--- src/rtl/rob_wide.sv ---
// Reorder buffer with NUM_WB writeback channels. Allocates in order, forwards operands,
// retires one entry per cycle and flushes the whole window on a mispredicted branch.
module rob_wide #(
    parameter int DEPTH  = 16,
    parameter int XLEN   = 32,
    parameter int NUM_WB = 2,
    parameter int TAGW   = $clog2(DEPTH)
) (
    input  logic                     clk_in,
    input  logic                     rst_in,
    input  logic                     rdy_in,
    input  logic                     alloc_valid_in,
    output logic                     alloc_ready_out,
    input  logic [4:0]               alloc_rd_in,
    input  logic                     alloc_is_branch_in,
    input  logic                     alloc_is_store_in,
    input  logic                     alloc_pred_taken_in,
    input  logic [XLEN-1:0]          alloc_pc_in,
    input  logic [XLEN-1:0]          alloc_rollback_pc_in,
    output logic [TAGW-1:0]          alloc_tag_out,
    input  logic [TAGW-1:0]          q1_tag_in,
    input  logic [TAGW-1:0]          q2_tag_in,
    output logic                     q1_ready_out,
    output logic                     q2_ready_out,
    output logic [XLEN-1:0]          q1_data_out,
    output logic [XLEN-1:0]          q2_data_out,
    input  logic [NUM_WB-1:0]        wb_valid_in,
    input  logic [NUM_WB*TAGW-1:0]   wb_tag_in,
    input  logic [NUM_WB*XLEN-1:0]   wb_data_in,
    input  logic [NUM_WB-1:0]        wb_taken_in,
    output logic                     commit_valid_out,
    output logic [4:0]               commit_rd_out,
    output logic [XLEN-1:0]          commit_data_out,
    output logic [TAGW-1:0]          commit_tag_out,
    output logic                     commit_store_out,
    output logic                     flush_out,
    output logic [XLEN-1:0]          flush_pc_out,
    output logic                     pred_valid_out,
    output logic                     pred_taken_out,
    output logic [XLEN-1:0]          pred_pc_out,
    output logic                     empty_out,
    output logic [TAGW:0]            count_out
);

    logic [TAGW-1:0]  r_head, r_tail;
    logic [TAGW:0]    r_count;
    logic [DEPTH-1:0] r_busy, r_ready, r_is_branch, r_is_store, r_pred_taken, r_taken;
    logic [4:0]       r_rd     [DEPTH];
    logic [XLEN-1:0]  r_pc     [DEPTH];
    logic [XLEN-1:0]  r_rb_pc  [DEPTH];
    logic [XLEN-1:0]  r_data   [DEPTH];

    logic             r_commit_valid, r_commit_store, r_flush, r_pred_valid, r_pred_taken_o;
    logic [4:0]       r_commit_rd;
    logic [XLEN-1:0]  r_commit_data, r_flush_pc, r_pred_pc;
    logic [TAGW-1:0]  r_commit_tag;

    logic             w_full, w_alloc, w_commit, w_mispredict, w_head_branch;
    logic [DEPTH-1:0] w_wb_hit, w_wb_taken;
    logic [XLEN-1:0]  w_wb_data [DEPTH];

    assign w_full          = (r_count == (TAGW+1)'(DEPTH));
    assign alloc_ready_out = !w_full && !r_flush;
    assign alloc_tag_out   = r_tail;
    assign empty_out       = (r_count == '0);
    assign count_out       = r_count;

    assign w_head_branch = r_is_branch[r_head];
    assign w_commit      = rdy_in && r_busy[r_head] && r_ready[r_head];
    assign w_mispredict  = w_commit && w_head_branch && (r_taken[r_head] != r_pred_taken[r_head]);
    // An allocation on the flush edge is dropped.
    assign w_alloc       = alloc_valid_in && alloc_ready_out && rdy_in && !w_mispredict;

    // Per-entry writeback decode; walking channels downward lets the lowest index win.
    always_comb begin
        w_wb_hit   = '0;
        w_wb_taken = '0;
        for (int e = 0; e < DEPTH; e++) begin
            w_wb_data[e] = '0;
            for (int c = NUM_WB - 1; c >= 0; c--) begin
                if (wb_valid_in[c] && wb_tag_in[c*TAGW +: TAGW] == TAGW'(e)) begin
                    w_wb_hit[e]   = 1'b1;
                    w_wb_data[e]  = wb_data_in[c*XLEN +: XLEN];
                    w_wb_taken[e] = wb_taken_in[c];
                end
            end
        end
    end

    always_comb begin
        q1_ready_out = r_ready[q1_tag_in];
        q1_data_out  = r_data[q1_tag_in];
        for (int c = NUM_WB - 1; c >= 0; c--) begin
            if (wb_valid_in[c] && wb_tag_in[c*TAGW +: TAGW] == q1_tag_in) begin
                q1_ready_out = 1'b1;
                q1_data_out  = wb_data_in[c*XLEN +: XLEN];
            end
        end
    end

    always_comb begin
        q2_ready_out = r_ready[q2_tag_in];
        q2_data_out  = r_data[q2_tag_in];
        for (int c = NUM_WB - 1; c >= 0; c--) begin
            if (wb_valid_in[c] && wb_tag_in[c*TAGW +: TAGW] == q2_tag_in) begin
                q2_ready_out = 1'b1;
                q2_data_out  = wb_data_in[c*XLEN +: XLEN];
            end
        end
    end

    always_ff @(posedge clk_in or negedge rst_in) begin
        if (!rst_in) begin
            r_busy       <= '0;
            r_ready      <= '0;
            r_is_branch  <= '0;
            r_is_store   <= '0;
            r_pred_taken <= '0;
            r_taken      <= '0;
            for (int e = 0; e < DEPTH; e++) begin
                r_rd[e]    <= '0;
                r_pc[e]    <= '0;
                r_rb_pc[e] <= '0;
                r_data[e]  <= '0;
            end
        end else if (rdy_in) begin
            for (int e = 0; e < DEPTH; e++) begin
                if (w_mispredict) begin
                    r_busy[e] <= 1'b0;
                end else if (w_alloc && r_tail == TAGW'(e)) begin
                    r_busy[e]       <= 1'b1;
                    r_ready[e]      <= 1'b0;
                    r_taken[e]      <= 1'b0;
                    r_rd[e]         <= alloc_rd_in;
                    r_is_branch[e]  <= alloc_is_branch_in;
                    r_is_store[e]   <= alloc_is_store_in;
                    r_pred_taken[e] <= alloc_pred_taken_in;
                    r_pc[e]         <= alloc_pc_in;
                    r_rb_pc[e]      <= alloc_rollback_pc_in;
                end else begin
                    if (w_wb_hit[e] && r_busy[e]) begin
                        r_ready[e] <= 1'b1;
                        r_data[e]  <= w_wb_data[e];
                        r_taken[e] <= w_wb_taken[e];
                    end
                    if (w_commit && r_head == TAGW'(e)) begin
                        r_busy[e] <= 1'b0;
                    end
                end
            end
        end
    end

    always_ff @(posedge clk_in or negedge rst_in) begin
        if (!rst_in) begin
            r_head  <= '0;
            r_tail  <= '0;
            r_count <= '0;
        end else if (rdy_in) begin
            if (w_mispredict) begin
                r_head  <= '0;
                r_tail  <= '0;
                r_count <= '0;
            end else begin
                if (w_commit) r_head <= r_head + TAGW'(1);
                if (w_alloc)  r_tail <= r_tail + TAGW'(1);
                unique case ({w_alloc, w_commit})
                    2'b10:   r_count <= r_count + (TAGW+1)'(1);
                    2'b01:   r_count <= r_count - (TAGW+1)'(1);
                    default: r_count <= r_count;
                endcase
            end
        end
    end

    always_ff @(posedge clk_in or negedge rst_in) begin
        if (!rst_in) begin
            r_commit_valid <= 1'b0;
            r_commit_store <= 1'b0;
            r_commit_rd    <= '0;
            r_commit_data  <= '0;
            r_commit_tag   <= '0;
            r_flush        <= 1'b0;
            r_flush_pc     <= '0;
            r_pred_valid   <= 1'b0;
            r_pred_taken_o <= 1'b0;
            r_pred_pc      <= '0;
        end else if (!rdy_in) begin
            r_commit_valid <= 1'b0;
            r_flush        <= 1'b0;
            r_pred_valid   <= 1'b0;
        end else begin
            r_commit_valid <= w_commit;
            r_flush        <= w_mispredict;
            r_pred_valid   <= w_commit && w_head_branch;
            if (w_commit) begin
                r_commit_store <= r_is_store[r_head];
                r_commit_rd    <= r_rd[r_head];
                r_commit_data  <= r_data[r_head];
                r_commit_tag   <= r_head;
            end
            if (w_commit && w_head_branch) begin
                r_pred_taken_o <= r_taken[r_head];
                r_pred_pc      <= r_pc[r_head];
            end
            if (w_mispredict) begin
                r_flush_pc <= r_rb_pc[r_head];
            end
        end
    end

    assign commit_valid_out = r_commit_valid;
    assign commit_store_out = r_commit_store;
    assign commit_rd_out    = r_commit_rd;
    assign commit_data_out  = r_commit_data;
    assign commit_tag_out   = r_commit_tag;
    assign flush_out        = r_flush;
    assign flush_pc_out     = r_flush_pc;
    assign pred_valid_out   = r_pred_valid;
    assign pred_taken_out   = r_pred_taken_o;
    assign pred_pc_out      = r_pred_pc;

endmodule

--- config.mk ---
export PLATFORM = sky130hd
export DESIGN_NAME = rob_wide
export DESIGN_NICKNAME = d
export VERILOG_FILES = /design/src/rtl/rob_wide.sv
export SDC_FILE = /design/constraint.sdc
export NUM_CORES = 2
export LEC_CHECK = 0
export ABC_AREA = 1
export ABC_CLOCK_PERIOD_IN_PS = 6400
export BUFFER_PORTS_ARGS = -buffer_cell sky130_fd_sc_hd__clkbuf_2
export CAP_MARGIN = 20
export CORE_ASPECT_RATIO = 1.1
export CORE_UTILIZATION = 46
export DETAILED_ROUTE_END_ITERATION = 8
export SETUP_SLACK_MARGIN = 0.3
export SKIP_CTS_REPAIR_TIMING = 1
export SLEW_MARGIN = 20
export SYNTH_ARGS = -nofsm -noshare
export SYNTH_HDL_FRONTEND = slang
export SYNTH_SLANG_ARGS = --single-unit
--- constraint.sdc ---
create_clock -name clk_in -period 6.4 [get_ports clk_in]
set_input_delay 0.64 -clock clk_in [delete_from_list [all_inputs] [get_ports clk_in]]
set_output_delay 0.64 -clock clk_in [all_outputs]
set_load 0.02 [all_outputs]
Word level (Yosys, flattened, before mapping) --
Index checks and enable logic that the tools add are counted.
Storage, ports and cells: register bits after elaboration 1835, bits of input ports 160, output and inout port bits 187, logic and storage cells 735
Operators by class: add/sub/neg operators 4, magnitude comparators 6, eq/ne operators 68, multiplexer cells 259, bitwise logic cells 20, reduce and logical (&&, ||, !) cells 205
Operators with widths (number):
- $mux W32 | 46
- $bmux W32 S4 | 5
- $mux W1 | 191
- $eq A4 B4 Y1 const B | 32
- $reduce_and A3 Y1 | 32
- $logic_and A1 B1 Y1 | 92
- $eq A4 B3 Y1 const B | 16
- $reduce_and A4 Y1 | 16
- $reduce_bool A3 Y1 | 17
- $reduce_and A2 Y1 | 22
- $reduce_bool A2 Y1 | 18
- $bmux W1 S4 | 8
- $eq A4 B2 Y1 const B | 8
- $bmux W5 S4 | 1
- $not A1 Y1 | 17
- $eq A4 B1 Y1 const B | 4
- $eq A4 B4 Y1 | 4
- $logic_not A4 Y1 | 4
- $mux W4 | 4
- $ge A5 B5 Y1 const B | 3
- $lt A4 B5 Y1 const B | 3
- $mux W5 | 3
- $not A4 Y5 | 3
- $pmux W5 S2 | 1
- 9 further kinds | 12

Depth between registers and ports, before layout --
word-level depth 11, gate-level depth with buffers 24, depth with buffers taken out 22

Least setup slack after synthesis --
No wires, ideal clock.
path kind input-to-output, start point input q2_tag_in[0], end point output q2_data_out[4], arrival time 2483 ps, data required time 5760 ps, path slack 3277 ps, cell stages on the path 9, buffers on the path 4, path through clkbuf_1 > clkbuf_1 > clkbuf_1 > buf_1 > a21oi_1 > a211oi_1 > o32ai_1 > o21ai_0 > o21ai_0
Between the ends: cells in the longest elaborated chain, start to end 6, elaborated cells on any way between the ends 10, classes of those cells eq/ne: 2; mux: 5; bitwise: 1; reduce/logical: 2
Ends and longest elaborated chain:
- start: declaration | line 22 | input logic [TAGW-1:0] q2_tag_in,
- $not A4 Y5 (not written as such) | line 103 | q2_data_out = r_data[q2_tag_in];
- $bmux W32 S4 | line 103
- $mux W32 (not written as such) (2 in a row) | line 103
- $mux W32 | line 105 | if (wb_valid_in[c] && wb_tag_in[c*TAGW +: TAGW] == q2_tag_in) begin
- $mux W32 * | line 105
- end: declaration | line 26 | output logic [XLEN-1:0] q2_data_out,
Mark *: on every way between the ends. The rest lies on a longest branch, timed or not. The select of a mux whose other input is x is not followed.

Worst setup path in the final report --
start point register r_head[0], end point register r_data[348] (netlist bit)
Between the ends: cells in the longest elaborated chain, start to end 11, elaborated cells on any way between the ends 21, classes of those cells eq/ne: 1; mux: 10; bitwise: 2; reduce/logical: 8
Ends and longest elaborated chain:
- start: declaration | line 45 | logic [TAGW-1:0] r_head, r_tail;
- start signal: assignment | line 165 | if (w_commit) r_head <= r_head + TAGW'(1);
- $bmux W1 S4 | line 69 | assign w_commit = rdy_in && r_busy[r_head] && r_ready[r_head];
- $mux W1 (not written as such) | line 69
- $logic_and A1 B1 Y1 (2 in a row) | line 69
- $logic_and A1 B1 Y1 | line 70 | assign w_mispredict = w_commit && w_head_branch && (r_taken[r_head] != r_pred_taken[r_head]);
- $logic_and A1 B1 Y1 * | line 70
- $logic_not A1 Y1 | line 72 | assign w_alloc = alloc_valid_in && alloc_ready_out && rdy_in && !w_mispredict;
- $logic_and A1 B1 Y1 | line 72
- $logic_and A1 B1 Y1 | line 130 | end else if (w_alloc && r_tail == TAGW'(e)) begin
- $not A1 Y1 (no source line)
- $reduce_and A4 Y1 (no source line) *
- end signal: indexed assignment | line 143 | r_data[e] <= w_wb_data[e];
- end: declaration | line 51 | logic [XLEN-1:0] r_data [DEPTH];
Marks and branches as above. A chain may end at the register's enable or synchronous reset.

==> results.txt <==
----------------------------------------------------
[Pwr]
  Sw frac ... between 40% and 50%
  Power per standard cell area ... about 470 nW/um^2
  Total leakage power ... roughly 0.05 uW
  Power dissipated by switching net loads ... between 20,000 and 25,000 uW
  Internal power summed over all cells ... 29,100 uW
  Worst voltage drop across the vdd grid ... about 370 uV
  Clock network fraction of design power ... between 20% and 30%
  Combinational cell fraction of total power ... between 30% and 40%
  Sequential power share ... around 38%

[Worst setup path]
  Crit Path Class ... reg2reg
  Start point of the critical path ... r_head[0]$_DFFE_PN0P_
  R2R cell count ... 18
  Slowest cell on the critical path ... sky130_fd_sc_hd__dfrtp_4
  Start of the worst register-to-register path ... r_head[0]$_DFFE_PN0P_
  Worst path required time ... between 7 and 8 ns
  Kind of launch point of the worst setup path ... flip-flop
  Register-to-register setup slack ... between 0.6 and 0.7 ns
  Highest cell delay on the worst timing path ... around 0.90 ns
  Maximum fanout count along the critical path ... between 90 and 100
  Crit-path most repeated cell ... sky130_fd_sc_hd__nand2_1
  Sort of element at the end of the critical path ... flip-flop
  Cells along the critical path ... buf_4 > nand2_1 > nand3_1 > nand2_1 > nand2_1 > nand2_1 > inv_1 > nand2_1 > nand3_4 > nor2_8 > nor2_8 > nand2_8 > nand2_2 > buf_4 > nand2_2 > buf_4 > nand2_1 > nand2_1
  Worst flop-to-flop path endpoint ... r_data[348]$_DFFE_PN0P_
  Data arrival time of the critical path ... 6.47 ns

[Global routing]
  Via count of the first global-routing pass ... ~95,000
  GRT Overall Usage ... 40.3%
  Initial antenna violation count ... 49
  Largest net degree at the start of global routing ... between 200 and 250
  First-pass GRT wire length ... 653,000 um
  Aggregate global routing overflow ... 0

[Floorplanning]
  DIE HEIGHT ... between 400 and 500 um
  Core box area ... about 210,000 um^2
  Die outline width ... roughly 450 um
  Floorplan die area ... ~220,000 um^2
  I/O pin count ... approximately 350
  Starting density of the core ... a little under half
  Row cnt ... between 150 and 200

[Routing]
  Total via count in the routed design ... 102,357
  DRC violation total after the first TritonRoute iteration ... between 15,000 and 20,000
  Detail-routed net length per standard cell ... approximately 28 um
  Count of nets left with antenna violations after detail routing ... 0
  Routed wire length ... approximately 450,000 um
  Residual DRC count ... 0
  Detail-routed via count per cell ... around 6.3
  Length of the first detailed-routing pass in iterations ... 9

[Hold path]
  Endpoint with the worst hold slack ... r_data[366]$_DFFE_PN0P_
  Hold_sp ... wb_data_in[46]
  Hold Crit Class ... in2reg
  Hold path cells ... 5

[Yosys]
  Yosys synthesis warning count ... 0
  Cells after Synth ... 13,587
  Most frequent cell after synthesis ... sky130_fd_sc_hd__nand2_1
  Predominant post-synthesis flop cell ... sky130_fd_sc_hd__dfrtp_1
  Flip-flop and latch count after synthesis ... 1,835
  Part of the Yosys area used for sequential elements ... between 40% and 50%
  Cell area after synthesis ... slightly below 100,000 um^2
  Cell types with the highest counts after synthesis ... sky130_fd_sc_hd__nand2_1, sky130_fd_sc_hd__o21ai_0, sky130_fd_sc_hd__dfrtp_1, sky130_fd_sc_hd__nor2_1, sky130_fd_sc_hd__clkbuf_1
  Net Count, Synth ... around 14,000
  Portion of synthesized cell area occupied by the leading cell type ... a little under half
  Number of enable flip-flop cells after synthesis ... 0
  Leading post-synthesis cells by cell area ... sky130_fd_sc_hd__dfrtp_1, sky130_fd_sc_hd__o21ai_0, sky130_fd_sc_hd__nand2_1
  Cell type with the largest total area after synthesis ... sky130_fd_sc_hd__dfrtp_1
  FFs w/ async S/R, synth ... 100%
  Synthesized area per cell ... roughly 7.3 um^2
  Number of distinct library cells after synthesis ... 45

[Placement]
  Number of buffers inserted by port buffering ... 346
  Gp weighted congestion ... approximately 0.98
  HPWL after detailed placement ... approximately 250,000 um

[Layout]
  Share of layout cells above drive strength 1 ... ~7.6%
  Final net count ... around 13,000
  Core occupancy in the finished layout ... 50.8%
  Relative area change from synthesis to final layout ... 9.45%
  Fillers ... 20,984

[Clocking]
  Number of levels in the clock H-tree ... 4
  Clock Latency Late Sink ... around 0.9 ns
  Worst-case clock buffer depth ... 3
  Clock Pin Slew Worst Setup and Hold Paths ... about 0.06 ns
  CTS tree ... done
  Clock Tree Root ... sky130_fd_sc_hd__clkbuf_16
  CTS buffer count ... a little under 200
  Total clock sinks ... ~1,800

[STA]
  Worst slew slack as a fraction of its limit ... about 17%
  Total of endpoints with negative setup slack in the final report ... 0
  Timing-limited maximum frequency ... roughly 170 MHz
  Total count of hold-check failures in the final report ... 0
  Final period demand of the worst path ... between 5 and 6 ns
  Tightest Pin Transition ... 1.24 ns
  Final clock period utilization by the worst path ... 89.6%
  Total count of max-transition violations in the final report ... 0
  RSZ-0062 raised after global routing ... no
  Setup Total Neg Slack ... 0 ns
  Post-route clock skew ... between 0.06 and 0.07 ns

[Run status]
  Outcome ... finished, final reports clean

[Run]
  Reported max-cap violation count ... 0

----------------------------------------------------
-- routing by layer --
layer  wire (um)  global-route usage (%)  vias up  part of all wire (%)
li1            -                       -    44552                     -
met1      167000                    50.5    48897                    37
met2      188000                    58.5     6966                    42
met3       54300                    11.7     1902                    12
met4       38600                    31.0       40                   8.6
met5         413                   0.617        -                 0.092
-- cell families after synthesis --
group / share of synthesized area, %
adders and majority gates: 0.159
AOI/OAI and AO/OA: 23.7
buffers and inverters: 7.40
muxes: 0.121
and+or+nand+nor: 22.4
xor gates and xnor gates: 0.0528
DFF: 46.2
-- power by group through the flow --
stage          Sequential [uW]  Clock (uW)  Combinational (uW)
2_1_floorplan            18500           0               12700
3_3_place_gp             19100           0               18700
3_5_place_dp             19200           0               19100
4_1_cts                  19000       12300               19100
5_1_grt                  19700       12700               21600
6_report                 19200       12200               19600
-- through the flow --
stage / cells / hold WS [ns] / total power, uW / area [um^2] / worst slack [ns]
floorplan: 13587 / 0.344 / 31200 / 99500 / 3.28
global placement: 15729 / 0.454 / 37800 / 102000 / 1.00
detailed placement: 15731 / 0.458 / 38300 / 102000 / 1.00
CTS: 16098 / -0.241 / 50400 / 109000 / 0.910
global route: 16125 / 0.231 / 53900 / 109000 / 0.672
finish: 16145 / 0.206 / 51000 / 109000 / 0.669
-- sequential cells by signal, indices dropped and copies added, names as in the netlist, 4 cells and up --
name             count
alloc_tag_out        4
commit_data_out     32
commit_rd_out        5
commit_tag_out       4
count_out            5
flush_pc_out        32
pred_pc_out         32
r_busy              16
r_data             512
r_head               4
r_is_branch         16
r_is_store          16
r_pc               512
r_pred_taken        16
r_rb_pc            512
r_rd                80
r_ready             16
r_taken             16
-- layout make-up --
| class | instances | area, um^2 | area share, % |
|---|---|---|---|
| Antenna cell | 39 | 97.6 | 0.0896 |
| Tap cell | 2880 | 3600 | 3.31 |
| Sequential cell | 1835 | 45900 | 42.2 |
| Inverter | 506 | 1930 | 1.77 |
| Timing Repair Buffer | 576 | 4020 | 3.69 |
| Clock buffer | 302 | 5970 | 5.48 |
| Multi-Input combinational cell | 9942 | 46400 | 42.6 |
| Clock inverter | 65 | 895 | 0.822 |
-- critical path: cells and delay by family (launching register included) --
family	cells	cell delay, ns
flip-flops	1	0.90
AND/OR/NAND/NOR	14	2.57
buffers and inverters	4	1.97
-- layout by cell type (no fill, tap or decap), types with 10 or more instances in the layout --
cell type                   synthesis  final
sky130_fd_sc_hd__a211oi_1          54     54
sky130_fd_sc_hd__a21oi_1          719    719
sky130_fd_sc_hd__a221oi_1          10     10
sky130_fd_sc_hd__a22o_1            63     63
sky130_fd_sc_hd__a31oi_1           78     78
sky130_fd_sc_hd__buf_12             1     35
sky130_fd_sc_hd__buf_4             58    190
sky130_fd_sc_hd__bufinv_16          0     13
sky130_fd_sc_hd__clkbuf_1         889     43
sky130_fd_sc_hd__clkbuf_16          0    200
sky130_fd_sc_hd__clkbuf_2           0    340
sky130_fd_sc_hd__clkbuf_8           0     62
sky130_fd_sc_hd__clkinv_1          16     17
sky130_fd_sc_hd__clkinv_2           0     32
sky130_fd_sc_hd__dfrtp_1         1835   1833
sky130_fd_sc_hd__diode_2            0     39
sky130_fd_sc_hd__ha_1              11     11
sky130_fd_sc_hd__inv_1            482    471
sky130_fd_sc_hd__inv_2              7     13
sky130_fd_sc_hd__mux2i_1           12     12
sky130_fd_sc_hd__nand2_1         3172   3165
sky130_fd_sc_hd__nand2_2           32     31
sky130_fd_sc_hd__nand2_8            7     15
sky130_fd_sc_hd__nand3_1          833    831
sky130_fd_sc_hd__nand3b_1          64     64
sky130_fd_sc_hd__nand4_1           15     15
sky130_fd_sc_hd__nor2_1          1353   1333
sky130_fd_sc_hd__nor2_2             3     19
sky130_fd_sc_hd__o211ai_1         156    156
sky130_fd_sc_hd__o21ai_0         2926   2926
sky130_fd_sc_hd__o21ai_1           33     33
sky130_fd_sc_hd__o22ai_1          287    287
sky130_fd_sc_hd__o31ai_1           42     42
sky130_fd_sc_hd__o32ai_1           27     26
-- worst max-delay path by stage --
stage	cells after the start	endpoint
after floorplan	9	q2_data_out[4]
after global placement	18	r_data[333]$_DFFE_PN0P_
after detailed placement	18	r_data[339]$_DFFE_PN0P_
after CTS	18	r_data[348]$_DFFE_PN0P_
after global routing	18	r_data[348]$_DFFE_PN0P_
final	18	r_data[348]$_DFFE_PN0P_
No activity file was read; power rests on OpenSTA's default activity.
